`src/rtl/id_ex_stage_reg_pkg.sv`:
```
// Shared encodings for the ID/EX stage: control-bundle layout, ALU-op and opcode constants,
// and the stage FSM states.
package id_ex_stage_reg_pkg;

   localparam int CTRL_W = 9;

   localparam logic [1:0] ALUOP_ADD    = 2'b00;  // loads/stores: address add
   localparam logic [1:0] ALUOP_BRANCH = 2'b01;  // compare for branches
   localparam logic [1:0] ALUOP_RTYPE  = 2'b10;  // funct3/funct7 decides
   localparam logic [1:0] ALUOP_ITYPE  = 2'b11;  // funct3 decides, imm operand

   localparam logic [6:0] OPCODE_LUI    = 7'b0110111;
   localparam logic [6:0] OPCODE_AUIPC  = 7'b0010111;
   localparam logic [6:0] OPCODE_JAL    = 7'b1101111;
   localparam logic [6:0] OPCODE_JALR   = 7'b1100111;
   localparam logic [6:0] OPCODE_BRANCH = 7'b1100011;
   localparam logic [6:0] OPCODE_LOAD   = 7'b0000011;
   localparam logic [6:0] OPCODE_STORE  = 7'b0100011;
   localparam logic [6:0] OPCODE_OP_IMM = 7'b0010011;
   localparam logic [6:0] OPCODE_OP     = 7'b0110011;
   localparam logic [6:0] OPCODE_SYSTEM = 7'b1110011;

   typedef struct packed {
      logic       branch;
      logic       mem_read;
      logic       mem_to_reg;
      logic [1:0] alu_op;
      logic       mem_write;
      logic       alu_src;
      logic       reg_write;
      logic       pc_write;
   } ctrl_t;

   localparam ctrl_t CTRL_NOP = ctrl_t'({CTRL_W{1'b0}});

   typedef enum logic {
      ST_RUN  = 1'b0,
      ST_HALT = 1'b1
   } state_t;

endpackage

```
`src/rtl/hazard_detect.sv`:
```
// Load-use hazard detector: the load in EX writes a register that the instruction in ID reads.
module hazard_detect #(
   parameter int REG_AW = 5
) (
   input  logic              i_ex_valid,
   input  logic              i_ex_mem_read,
   input  logic [REG_AW-1:0] i_ex_rd,
   input  logic              i_id_valid,
   input  logic [REG_AW-1:0] i_id_rs1,
   input  logic [REG_AW-1:0] i_id_rs2,
   output logic              o_hz
);

   logic w_rd_nonzero;
   logic w_src_match;

   // x0 is hard-wired zero, so a load targeting it never creates a dependency
   assign w_rd_nonzero = (i_ex_rd != '0);
   assign w_src_match  = (i_ex_rd == i_id_rs1) | (i_ex_rd == i_id_rs2);
   assign o_hz         = i_ex_valid & i_ex_mem_read & w_rd_nonzero & i_id_valid & w_src_match;

endmodule

```
`src/rtl/id_ex_stage_reg.sv`:
```
// ID/EX pipeline register with load-use stall, flush bubbles and a sticky EBREAK halt.
module id_ex_stage_reg
   import id_ex_stage_reg_pkg::*;
#(
   parameter int XLEN   = 32,
   parameter int REG_AW = 5
) (
   input  logic              clk,
   input  logic              rst,
   input  logic              id_valid,
   input  logic              id_branch,
   input  logic              id_mem_read,
   input  logic              id_mem_to_reg,
   input  logic [1:0]        id_alu_op,
   input  logic              id_mem_write,
   input  logic              id_alu_src,
   input  logic              id_reg_write,
   input  logic              id_pc_write,
   input  logic [XLEN-1:0]   id_pc,
   input  logic [XLEN-1:0]   id_rs1_data,
   input  logic [XLEN-1:0]   id_rs2_data,
   input  logic [XLEN-1:0]   id_imm,
   input  logic [REG_AW-1:0] id_rs1,
   input  logic [REG_AW-1:0] id_rs2,
   input  logic [REG_AW-1:0] id_rd,
   input  logic [2:0]        id_funct3,
   input  logic              id_inst30,
   input  logic              flush,
   output logic              ex_valid,
   output logic              ex_branch,
   output logic              ex_mem_read,
   output logic              ex_mem_to_reg,
   output logic [1:0]        ex_alu_op,
   output logic              ex_mem_write,
   output logic              ex_alu_src,
   output logic              ex_reg_write,
   output logic              ex_pc_write,
   output logic [XLEN-1:0]   ex_pc,
   output logic [XLEN-1:0]   ex_rs1_data,
   output logic [XLEN-1:0]   ex_rs2_data,
   output logic [XLEN-1:0]   ex_imm,
   output logic [REG_AW-1:0] ex_rs1,
   output logic [REG_AW-1:0] ex_rs2,
   output logic [REG_AW-1:0] ex_rd,
   output logic [2:0]        ex_funct3,
   output logic              ex_inst30,
   output logic              stall,
   output logic              halted
);

   state_t            r_state;
   logic              r_halted;
   logic              r_ex_valid;
   ctrl_t             r_ex_ctrl;
   logic [XLEN-1:0]   r_ex_pc;
   logic [XLEN-1:0]   r_ex_rs1_data;
   logic [XLEN-1:0]   r_ex_rs2_data;
   logic [XLEN-1:0]   r_ex_imm;
   logic [REG_AW-1:0] r_ex_rs1;
   logic [REG_AW-1:0] r_ex_rs2;
   logic [REG_AW-1:0] r_ex_rd;
   logic [2:0]        r_ex_funct3;
   logic              r_ex_inst30;

   ctrl_t             w_id_ctrl;
   logic              w_hz;
   logic              w_stall;

   assign w_id_ctrl = '{branch:     id_branch,
                        mem_read:   id_mem_read,
                        mem_to_reg: id_mem_to_reg,
                        alu_op:     id_alu_op,
                        mem_write:  id_mem_write,
                        alu_src:    id_alu_src,
                        reg_write:  id_reg_write,
                        pc_write:   id_pc_write};

   hazard_detect #(.REG_AW(REG_AW)) u_hazard_detect (
      .i_ex_valid    (r_ex_valid),
      .i_ex_mem_read (r_ex_ctrl.mem_read),
      .i_ex_rd       (r_ex_rd),
      .i_id_valid    (id_valid),
      .i_id_rs1      (id_rs1),
      .i_id_rs2      (id_rs2),
      .o_hz          (w_hz)
   );

   // A taken branch squashes the dependent instruction, so holding IF/ID would be wrong
   assign w_stall = w_hz & ~flush & ~r_halted;

   // NOTE: all state below uses non-blocking assignments so every register samples pre-edge values.
   always_ff @(posedge clk) begin
      if (rst) begin
         r_state       <= ST_RUN;
         r_halted      <= 1'b0;
         r_ex_valid    <= 1'b0;
         r_ex_ctrl     <= CTRL_NOP;
         r_ex_pc       <= '0;
         r_ex_rs1_data <= '0;
         r_ex_rs2_data <= '0;
         r_ex_imm      <= '0;
         r_ex_rs1      <= '0;
         r_ex_rs2      <= '0;
         r_ex_rd       <= '0;
         r_ex_funct3   <= '0;
         r_ex_inst30   <= 1'b0;
      end else begin
         // Default is a bubble; only a clean capture in RUN overrides it
         r_ex_valid <= 1'b0;
         r_ex_ctrl  <= CTRL_NOP;
         if (r_state == ST_RUN) begin
            r_ex_pc       <= id_pc;
            r_ex_rs1_data <= id_rs1_data;
            r_ex_rs2_data <= id_rs2_data;
            r_ex_imm      <= id_imm;
            r_ex_rs1      <= id_rs1;
            r_ex_rs2      <= id_rs2;
            r_ex_rd       <= id_rd;
            r_ex_funct3   <= id_funct3;
            r_ex_inst30   <= id_inst30;
            if (flush || w_stall) begin
               r_ex_valid <= 1'b0;
            end else if (id_valid && !id_pc_write) begin
               r_ex_valid <= 1'b1;
               r_state    <= ST_HALT;
               r_halted   <= 1'b1;
            end else if (id_valid) begin
               r_ex_valid <= 1'b1;
               r_ex_ctrl  <= w_id_ctrl;
            end
         end
      end
   end

   assign ex_valid      = r_ex_valid;
   assign ex_branch     = r_ex_ctrl.branch;
   assign ex_mem_read   = r_ex_ctrl.mem_read;
   assign ex_mem_to_reg = r_ex_ctrl.mem_to_reg;
   assign ex_alu_op     = r_ex_ctrl.alu_op;
   assign ex_mem_write  = r_ex_ctrl.mem_write;
   assign ex_alu_src    = r_ex_ctrl.alu_src;
   assign ex_reg_write  = r_ex_ctrl.reg_write;
   assign ex_pc_write   = r_ex_ctrl.pc_write;
   assign ex_pc         = r_ex_pc;
   assign ex_rs1_data   = r_ex_rs1_data;
   assign ex_rs2_data   = r_ex_rs2_data;
   assign ex_imm        = r_ex_imm;
   assign ex_rs1        = r_ex_rs1;
   assign ex_rs2        = r_ex_rs2;
   assign ex_rd         = r_ex_rd;
   assign ex_funct3     = r_ex_funct3;
   assign ex_inst30     = r_ex_inst30;
   assign stall         = w_stall;
   assign halted        = r_halted;

endmodule

```
`config.mk`:
```
export PLATFORM = sky130hd
export DESIGN_NAME = id_ex_stage_reg
export DESIGN_NICKNAME = d
export VERILOG_FILES = /design/src/rtl/id_ex_stage_reg_pkg.sv /design/src/rtl/hazard_detect.sv /design/src/rtl/id_ex_stage_reg.sv
export SDC_FILE = /design/constraint.sdc
export NUM_CORES = 1
export LEC_CHECK = 0
export BUFFER_PORTS_ARGS = -buffer_cell sky130_fd_sc_hd__buf_2
export CAP_MARGIN = 40
export CORE_MARGIN = 8
export CORE_UTILIZATION = 30
export DETAILED_ROUTE_END_ITERATION = 8
export PLACE_DENSITY = 0.66
export SLEW_MARGIN = 20
export SYNTH_ARGS = -nofsm -noshare
export SYNTH_HDL_FRONTEND = slang
export SYNTH_SLANG_ARGS = --single-unit
```
`constraint.sdc`:
```
create_clock -name clk -period 1.1 [get_ports clk]
set_input_delay 0.11 -clock clk [delete_from_list [all_inputs] [get_ports clk]]
set_output_delay 0.11 -clock clk [all_outputs]
set_load 0.05 [all_outputs]
```
==> out/qor.csv, run 1 <==
metric;value;unit
rsz0062_at_grt;yes;
clock_skew;0.0139;ns
yosys_register_bits;159;
r2r_start;ex_rd[1];
io_buffers;318;
drtAntennaViolNets;0;
clkPwrFrac;31.4;%
cts_sinks;159;
hp-class;in -> reg;
p_sw;5.84;mW
cts_max_level;4;
cts_tree;yes;
cts.root.buffer_cell;clkbuf_16;
clock_latency;0.41;ns
drive_gt1_share;49.3;%
ys_types;26;
cts.path.max_buffers;2;
endpoint_kind;output port;
min_to;ex_pc_write;
syn_nets;701;
initial_core_util;30.3;%
r2r_setup_slack;-0.33;ns
crit_path_start_kind;flop;
cts_buffers;17;
synth_ff_type;dfxtp_1;
critical_path.slowest_cell;dfxtp_4;
critical_path.top_delay_family;flip-flops;
post-route-min-period;1.68;ns
grt_usage;18.6;%
critPathRequiredTime;0.99;ns
yosys_warnings;0;
utilization;60.9;%
slew_violations;0;
place_area;0.00802;sq mm
fin_crit_sh;152;%
synthArstFlopShare;0;%
worstMarginPinSlew;0.300;ns
crit_chain;xnor2_4, nand3_2, o22ai_4, and2_4, buf_12;
synth_common_cells;dfxtp_1 (159), nor2_1 (149), mux2i_1 (147), buf_6 (16), buf_2 (12);
power_frac_comb;30.8;%
cp_max_fo;4;
setup_ws;-0.577;ns
max_freq;0.596;GHz
max_stage_delay;0.38;ns
finalInstanceArea;0.0118;sq mm
drtIter0Drc;179;
syn-cell-area;0.00586;sq mm
pwr-share-seq;37.9;%
whs;0.0640;ns
top_usage_layer;met2;
place_hpwl;13700;um
hold_violations;0;
violations;negative setup slack;
firstDrtPassIters;6;
syn_inst;541;
synthToLayoutAreaGrowth;101;%
setup_tns;-9.46;ns
grt_use_met3;6.98;%
netlist_top_cells_area;dfxtp_1 (54%), mux2i_1 (25%), nor2_1 (9.5%), buf_6 (3.1%), a21oi_2 (1.5%);
finalSetupViolations;123;
outcome;finished with violations;
relSlewSlack;80.0;%
maxCapViolCount;0;
grtUsageMet1;19.4;%
fp.coreArea;0.0193;sq mm
drt-total-wl;26100;um
via_per_inst;4.60;
nets;1215;
dieWidth;156;um
first_global_vias;6467;
hp-start;id_pc_write;
synth_edf_count;0;
p_per_area;1480;mW/mm^2
worstRegToRegCells;7;
die_area;0.0243;sq mm
ys_seq_area_share;54.3;%
clk_pin_slew;0.07;ns
leakagePower;5.22;nW
ioPinCount;319;
drc;0;
row_count;51;
rr_endpoint;halted;
wl_per_cell;19.5;um
crit_buf_inv;1;
ir_worst_vdd;1.07;mV
grt_max_degree;62;
syn_avg_cell_area;10.8;sq um
grt_first_pass_wirelength;35400;um
yosys.area.top_type;dfxtp_1;
die_y;156;um
netlist.area_leader.share;54.3;%
hold_path_depth;3;
gp_congestion;0.830;
antenna_found_initial;5;
critPathKind;reg -> out;
yosys.cell_count.top_type;dfxtp_1;
startpoint;ex_rd[1];
grt.overflow.total;0;
critical_path_arrival;1.57;ns
internal-power;11.6;mW
vias;6153;
met2_usage;32.4;%
switching_share;33.4;%
==> per-layer routing <==
layer | share of wire (%) | wire (um) | vias up
met5 | 0 | 0 | -
met4 | 3.9 | 1020 | 0
met3 | 8.6 | 2230 | 65
met2 | 51 | 13400 | 305
met1 | 36 | 9400 | 2942
li1 | - | - | 2841
==> stage by stage <==
stage | worst slack [ns] | power, mW | std cells
after floorplan | -0.163 | 9.20 | 541
after global placement | -0.232 | 10.3 | 1123
after detailed placement | -0.240 | 10.3 | 1123
after CTS | -0.578 | 17.0 | 1327
after global routing | -0.638 | 18.1 | 1338
final | -0.577 | 17.5 | 1338
==> cell families after synthesis <==
kind of cell              after synthesis  synth area share [%]
and+or+nand+nor                       169                  11.7
DFF                                   159                  54.3
muxes                                 147                  25.1
buffers and inverters                  40                  4.93
AOI/OAI and AO/OA                      16                  2.45
xor gates and xnor gates               10                  1.49
==> how the worst max path moves through the flow <==
stage,to,depth (start not counted)
after floorplan,stall,4
after global placement,stall,5
after detailed placement,stall,5
after CTS,stall,5
after global routing,stall,5
final,stall,5
==> cell type report <==
cell class	count	area (sq um)
Fill cell	1457	7560
Clock inverter	14	108
Sequential cell	159	3300
Timing Repair Buffer	533	5020
Multi-Input combinational cell	342	2570
Tap cell	265	332
Clock buffer	18	429
Inverter	2	7.51
Antenna cell	5	12.5
==> worst register-to-register path: cells and delay by family, from the launching register on <==
family / cells / cell delay [ns]
flops: 1 / 0.38
buf+inv: 3 / 0.38
compound gates: 2 / 0.34
xor+xnor: 1 / 0.14
simple gates: 1 / 0.11
==> cell usage in the layout (no fill, tap or decap), types with 7 or more instances in the layout <==
cell type | Yosys | layout
buf_4 | 1 | 46
clkbuf_16 | 0 | 19
buf_6 | 16 | 127
mux2i_1 | 147 | 129
mux2i_2 | 0 | 15
a21oi_2 | 10 | 10
xnor2_2 | 0 | 7
buf_8 | 0 | 16
dfxtp_1 | 159 | 84
dlygate4sd3_1 | 0 | 156
nor2_1 | 149 | 149
dfxtp_4 | 0 | 8
nand4_1 | 8 | 8
buf_12 | 0 | 23
buf_2 | 12 | 158
dfxtp_2 | 0 | 67
==> timing repair <==
action | CTS | global route
pin swaps | 4 | 16
hold endpoints to repair | 156 | 0
setup buffers | 8 | 9
setup endpoints to repair | 260 | 268
gates cloned | 8 | 2
hold buffers | 156 | 0
resized for setup | 232 | 208
==> power groups by stage <==
stage               clock (mW)  combinational [mW]  sequential, mW
detailed placement           0                3.79            6.55
finish                    5.48                5.38            6.62
global route              5.87                5.58            6.66
CTS                       5.64                4.88            6.47
floorplan                    0                1.16            8.04
global placement             0                3.76            6.53
(Power assumes the default switching activity.)
==> run 2, diff against run 1 <==
--- a/config.mk
+++ b/config.mk
@@ -10,7 +10,7 @@
 export CORE_MARGIN = 8
 export CORE_UTILIZATION = 30
 export DETAILED_ROUTE_END_ITERATION = 8
-export PLACE_DENSITY = 0.66
+export PLACE_DENSITY_LB_ADDON = 0.3
 export SLEW_MARGIN = 20
 export SYNTH_ARGS = -nofsm -noshare
 export SYNTH_HDL_FRONTEND = slang
==> constraint.sdc (replaced) <==
create_clock -name clk -period 1.1 [get_ports clk]
set_input_delay 0.055 -clock clk [delete_from_list [all_inputs] [get_ports clk]]
set_output_delay 0.055 -clock clk [all_outputs]
set_load 0.05 [all_outputs]
==> out/qor.csv, run 2 (synthesized netlist as in run 1, its figures left out) <==
metric;value;unit
clk_pin_slew;0.06;ns
finalNonFillerCells;1329;
rsz0062_at_grt;yes;
ioPinCount;319;
gp_congestion;0.813;
fin_crit_sh;146;%
pwr-share-seq;36.8;%
finalInstanceArea;0.0112;sq mm
drtAntennaViolNets;0;
clock_latency;0.42;ns
endpoint_kind;output port;
internal-power;12.0;mW
ir_worst_vdd;0.985;mV
slew_violations;0;
row_count;51;
drt-total-wl;22100;um
utilization;57.8;%
wl_met1;8740;um
p_per_area;1570;mW/mm^2
wl_per_cell;16.7;um
via_per_inst;4.34;
outcome;finished with violations;
maxCapViolCount;0;
post-route-min-period;1.60;ns
critPathKind;reg -> out;
die_area;0.0243;sq mm
cp_max_fo;4;
cts_buffers;17;
drtIter0Drc;209;
clkPwrFrac;35.2;%
cts.path.max_buffers;2;
worstMarginPinSlew;0.387;ns
place_hpwl;13700;um
drive_gt1_share;42.5;%
critical_path_arrival;1.55;ns
initial_core_util;30.3;%
cts.root.buffer_cell;clkbuf_16;
grt.overflow.total;0;
vias;5765;
crit_buf_inv;1;
multiInputGateArea;0.00255;sq mm
cts_max_level;4;
layout_common_cells;buf_2 (175), dlygate4sd3_1 (157), nor2_1 (149), dfxtp_1 (149), mux2i_1 (136);
dieWidth;156;um
power_frac_comb;28.0;%
grt_max_degree;78;
top_layer;met4;
nets;1210;
final_common_cell;buf_2;
hold_violations;0;
critical_path.top_delay_family;flip-flops;
drc;0;
fill_cells;1588;
leakagePower;5.07;nW
critPathRequiredTime;1.04;ns
fp.coreArea;0.0193;sq mm
clock_skew;0.0116;ns
io_buffers;318;
cts_sinks;159;
max_stage_delay;0.42;ns
hp-class;in -> reg;
critical_path.slowest_cell;dfxtp_4;
crit_chain;xnor2_4, nand3_2, o22ai_4, and2_4, buf_12;
firstDrtPassIters;5;
grt_usage;16.6;%
finalSetupViolations;153;
first_global_vias;6109;
switching_share;31.8;%
grt_first_pass_wirelength;32400;um
synthToLayoutAreaGrowth;90.6;%
place_inst;1126;
relSlewSlack;74.2;%
max_freq;0.624;GHz
wl_met3;2020;um
setup_ws;-0.503;ns
p_sw;5.60;mW
die_y;156;um
cts_tree;yes;
crit_path_start_kind;flop;
antenna_found_initial;1;
seq_area;0.00322;sq mm
violations;negative setup slack;
place_area;0.00801;sq mm
wl_met2;11100;um
run 2: cell count changes in the layout (fill, tap and decap cells not counted), sizes merged:
cell / before / now
clkinvlp: 4 / 1
clkbuf: 20 / 113
buf: 375 / 276
clkinv: 5 / 4
dlygate4sd3: 156 / 157
diode: 5 / 1
bufbuf: 0 / 1
bufinv: 0 / 3
run 2: through the flow:
stage / worst slack, ns / total power, mW / hold slack (ns) / setup TNS (ns)
global placement: -0.146 / 10.3 / 0.283 / -1.51
CTS: -0.524 / 17.2 / 0.00783 / -3.56
detailed placement: -0.153 / 10.3 / 0.291 / -1.72
finish: -0.503 / 17.6 / 0.0364 / -7.63
floorplan: -0.134 / 9.20 / 0.198 / -1.65
global route: -0.590 / 18.3 / 0.0411 / -16.06
run 2: worst paths after layout:
| check | startpoint | to | slack [ns] | cells past startpoint |
|---|---|---|---|---|
| setup reg to reg | ex_rd[3] | ex_mem_read | -0.30 | 6 |
| setup / recovery | ex_rd[3] | stall | -0.50 | 5 |
| hold / removal | flush | ex_valid | 0.04 | 5 |
| hold reg to reg | ex_rs2[1] | ex_rs2[1] | 0.49 | 2 |
run 2: timing repair:
item                       in CTS  in global routing
setup endpoints to repair      55                219
pin swaps                       6                 17
buffers inserted                1                  3
gates cloned                    2                  7
hold buffers                  157                  0
gates resized for setup        58                187
hold endpoints to repair      158                  0
run 2: cell type report:
type | count | area share [%]
clock buffer | 19 | 3.88
inverter | 2 | 0.0672
antenna | 1 | 0.0224
multi-input combinational | 342 | 22.8
clock inverter | 13 | 1.61
tap | 265 | 2.97
timing repair buffer | 528 | 39.8
sequential | 159 | 28.8
run 2: worst register-to-register path, stage by stage (launching register included):
cell,delay [ns]
dfxtp_4,0.42
xnor2_4,0.13
nand3_2,0.10
o22ai_4,0.18
buf_4,0.16
bufbuf_16,0.26
a21oi_2,0.04
run 2: per-layer routing:
metal	vias to the layer above	global-route usage, %
li1	2841	-
met1	2675	18.2
met5	-	0
met4	0	5.22
met3	24	7.04
met2	225	28.5
run 2: power groups by stage:
stage,sequential (mW),combinational (mW),clock (mW)
after global placement,6.52,3.76,0
after detailed placement,6.53,3.78,0
after global routing,6.52,5.16,6.60
after CTS,6.42,4.41,6.36
after floorplan,8.04,1.16,0
final,6.47,4.92,6.20
==> run 3, diff against run 2 <==
--- a/config.mk
+++ b/config.mk
@@ -8,7 +8,7 @@
 export BUFFER_PORTS_ARGS = -buffer_cell sky130_fd_sc_hd__buf_2
 export CAP_MARGIN = 40
 export CORE_MARGIN = 8
-export CORE_UTILIZATION = 30
+export CORE_UTILIZATION = 38
 export DETAILED_ROUTE_END_ITERATION = 8
 export PLACE_DENSITY_LB_ADDON = 0.3
 export SLEW_MARGIN = 20
==> out/qor.csv, run 3 (synthesized netlist as in run 1, its figures left out) <==
metric;value;unit
outcome;finished with violations;
violations;negative setup slack;
cts_max_level;4;
leakagePower;5.11;nW
drtIter0Drc;301;
critPathRequiredTime;1.04;ns
nets;1215;
io_buffers;318;
cts_buffers;17;
hold_path_depth;5;
min_to;ex_valid;
finalSetupViolations;152;
antenna_found_initial;2;
layout_common_cells;buf_2 (225), dlygate4sd3_1 (157), dfxtp_1 (150), nor2_1 (147), mux2i_1 (136);
cts_sinks;159;
dieWidth;140;um
startpoint;ex_rd[3];
ioPinCount;319;
via_per_inst;4.78;
slew_violations;0;
setup_tns;-11.70;ns
clock_skew;0.0117;ns
fin_crit_sh;148;%
wl_per_cell;19.0;um
cts.path.max_buffers;2;
grt_max_degree;78;
drt-total-wl;23900;um
drive_gt1_share;42.3;%
grt_usage;20.9;%
vias;6009;
utilization;73.2;%
hold_violations;0;
hp-class;in -> reg;
rsz0062_at_grt;yes;
r2r_start;ex_rd[0];
critical_path_arrival;1.57;ns
cp_max_fo;4;
fill_cells;949;
r2r_setup_slack;-0.32;ns
final_common_cell;buf_2;
worstMarginPinSlew;0.346;ns
ir_worst_vdd;0.952;mV
gp_congestion;0.796;
max_freq;0.614;GHz
clock_latency;0.41;ns
pre_cts_ws;-0.174;ns
rr_endpoint;halted;
whs;0.0393;ns
grt_first_pass_wirelength;33000;um
seq_area;0.00321;sq mm
critPathKind;reg -> out;
first_global_vias;6136;
setup_ws;-0.527;ns
cts_tree;yes;
cts.root.buffer_cell;clkbuf_16;
hp-start;flush;
post-route-min-period;1.63;ns
die_y;140;um
clk_pin_slew;0.06;ns
maxCapViolCount;0;
initial_core_util;38.7;%
die_area;0.0197;sq mm
place_hpwl;13900;um
endpoint_kind;output port;
multiInputGateArea;0.00254;sq mm
crit_path_start_kind;flop;
p_per_area;1630;mW/mm^2
firstDrtPassIters;7;
synthToLayoutAreaGrowth;89.1;%
drtAntennaViolNets;0;
worstRegToRegCells;7;
fp.coreArea;0.0151;sq mm
row_count;45;
grt.overflow.total;0;
drc;0;
relSlewSlack;76.9;%
==> run 3: cell count changes in the layout (fill, tap and decap cells not counted), sizes merged <==
cell / before / now
diode: 1 / 2
inv: 7 / 5
buf: 276 / 306
bufbuf: 1 / 0
clkbuf: 113 / 91
clkinv: 4 / 2
bufinv: 3 / 5
==> run 3: layout make-up <==
| type | instances | area share [%] |
|---|---|---|
| diodes | 2 | 0.0452 |
| repair buffers | 533 | 39.8 |
| flip-flops and latches | 159 | 29.0 |
| inverters | 2 | 0.0677 |
| multi-input cells | 342 | 22.9 |
| clock buffers | 21 | 4.15 |
| clock inverters | 11 | 1.82 |
| well taps | 188 | 2.12 |
==> run 3: worst max-delay path: stages (launching register included) <==
cell and delay, ns:
dfxtp_4 0.37, xnor2_2 0.20, nand3_2 0.14, o22ai_4 0.14
and2_4 0.18, buf_12 0.13
==> run 3: worst max path at each step <==
stage,to,slack [ns],cells past startpoint
4_1_cts,stall,-0.52,5
5_1_grt,stall,-0.63,5
2_1_floorplan,ex_mem_read,-0.13,5
3_5_place_dp,halted,-0.17,5
6_report,stall,-0.53,5
3_3_place_gp,stall,-0.17,5
==> run 3: power breakdown <==
group	total [mW]	leakage, nW	switching [mW]	internal, mW
combinational	4.94	3.47	2.84	2.11
sequential	6.49	1.32	0.293	6.20
clock	6.59	0.319	2.40	4.19
total	18.0	5.11	5.53	12.5
==> run 3: through the flow <==
| stage | instances | power (mW) | instance area, sq um |
|---|---|---|---|
| after floorplan | 541 | 9.20 | 5900 |
| after global placement | 1044 | 10.2 | 7860 |
| after detailed placement | 1044 | 10.3 | 7860 |
| after CTS | 1238 | 17.4 | 10300 |
| after global routing | 1258 | 18.6 | 11100 |
| final | 1258 | 18.0 | 11100 |
==> run 3: timing repair <==
action	in CTS	in global routing
hold buffers	157	0
setup buffers	6	9
endpoints found under the setup margin	53	190
hold endpoints to repair	158	0
pin swaps	4	22
cloned	1	11
gates resized for setup	54	134
==> run 3: layer usage <==
layer  vias to the layer above  track usage [%]  routed length, um
met5                         -                0                  0
met4                         0             8.40                574
met3                        34             8.19               2080
met2                       282             36.8              12200
met1                      2844             22.1               9110
li1                       2849                -                  -
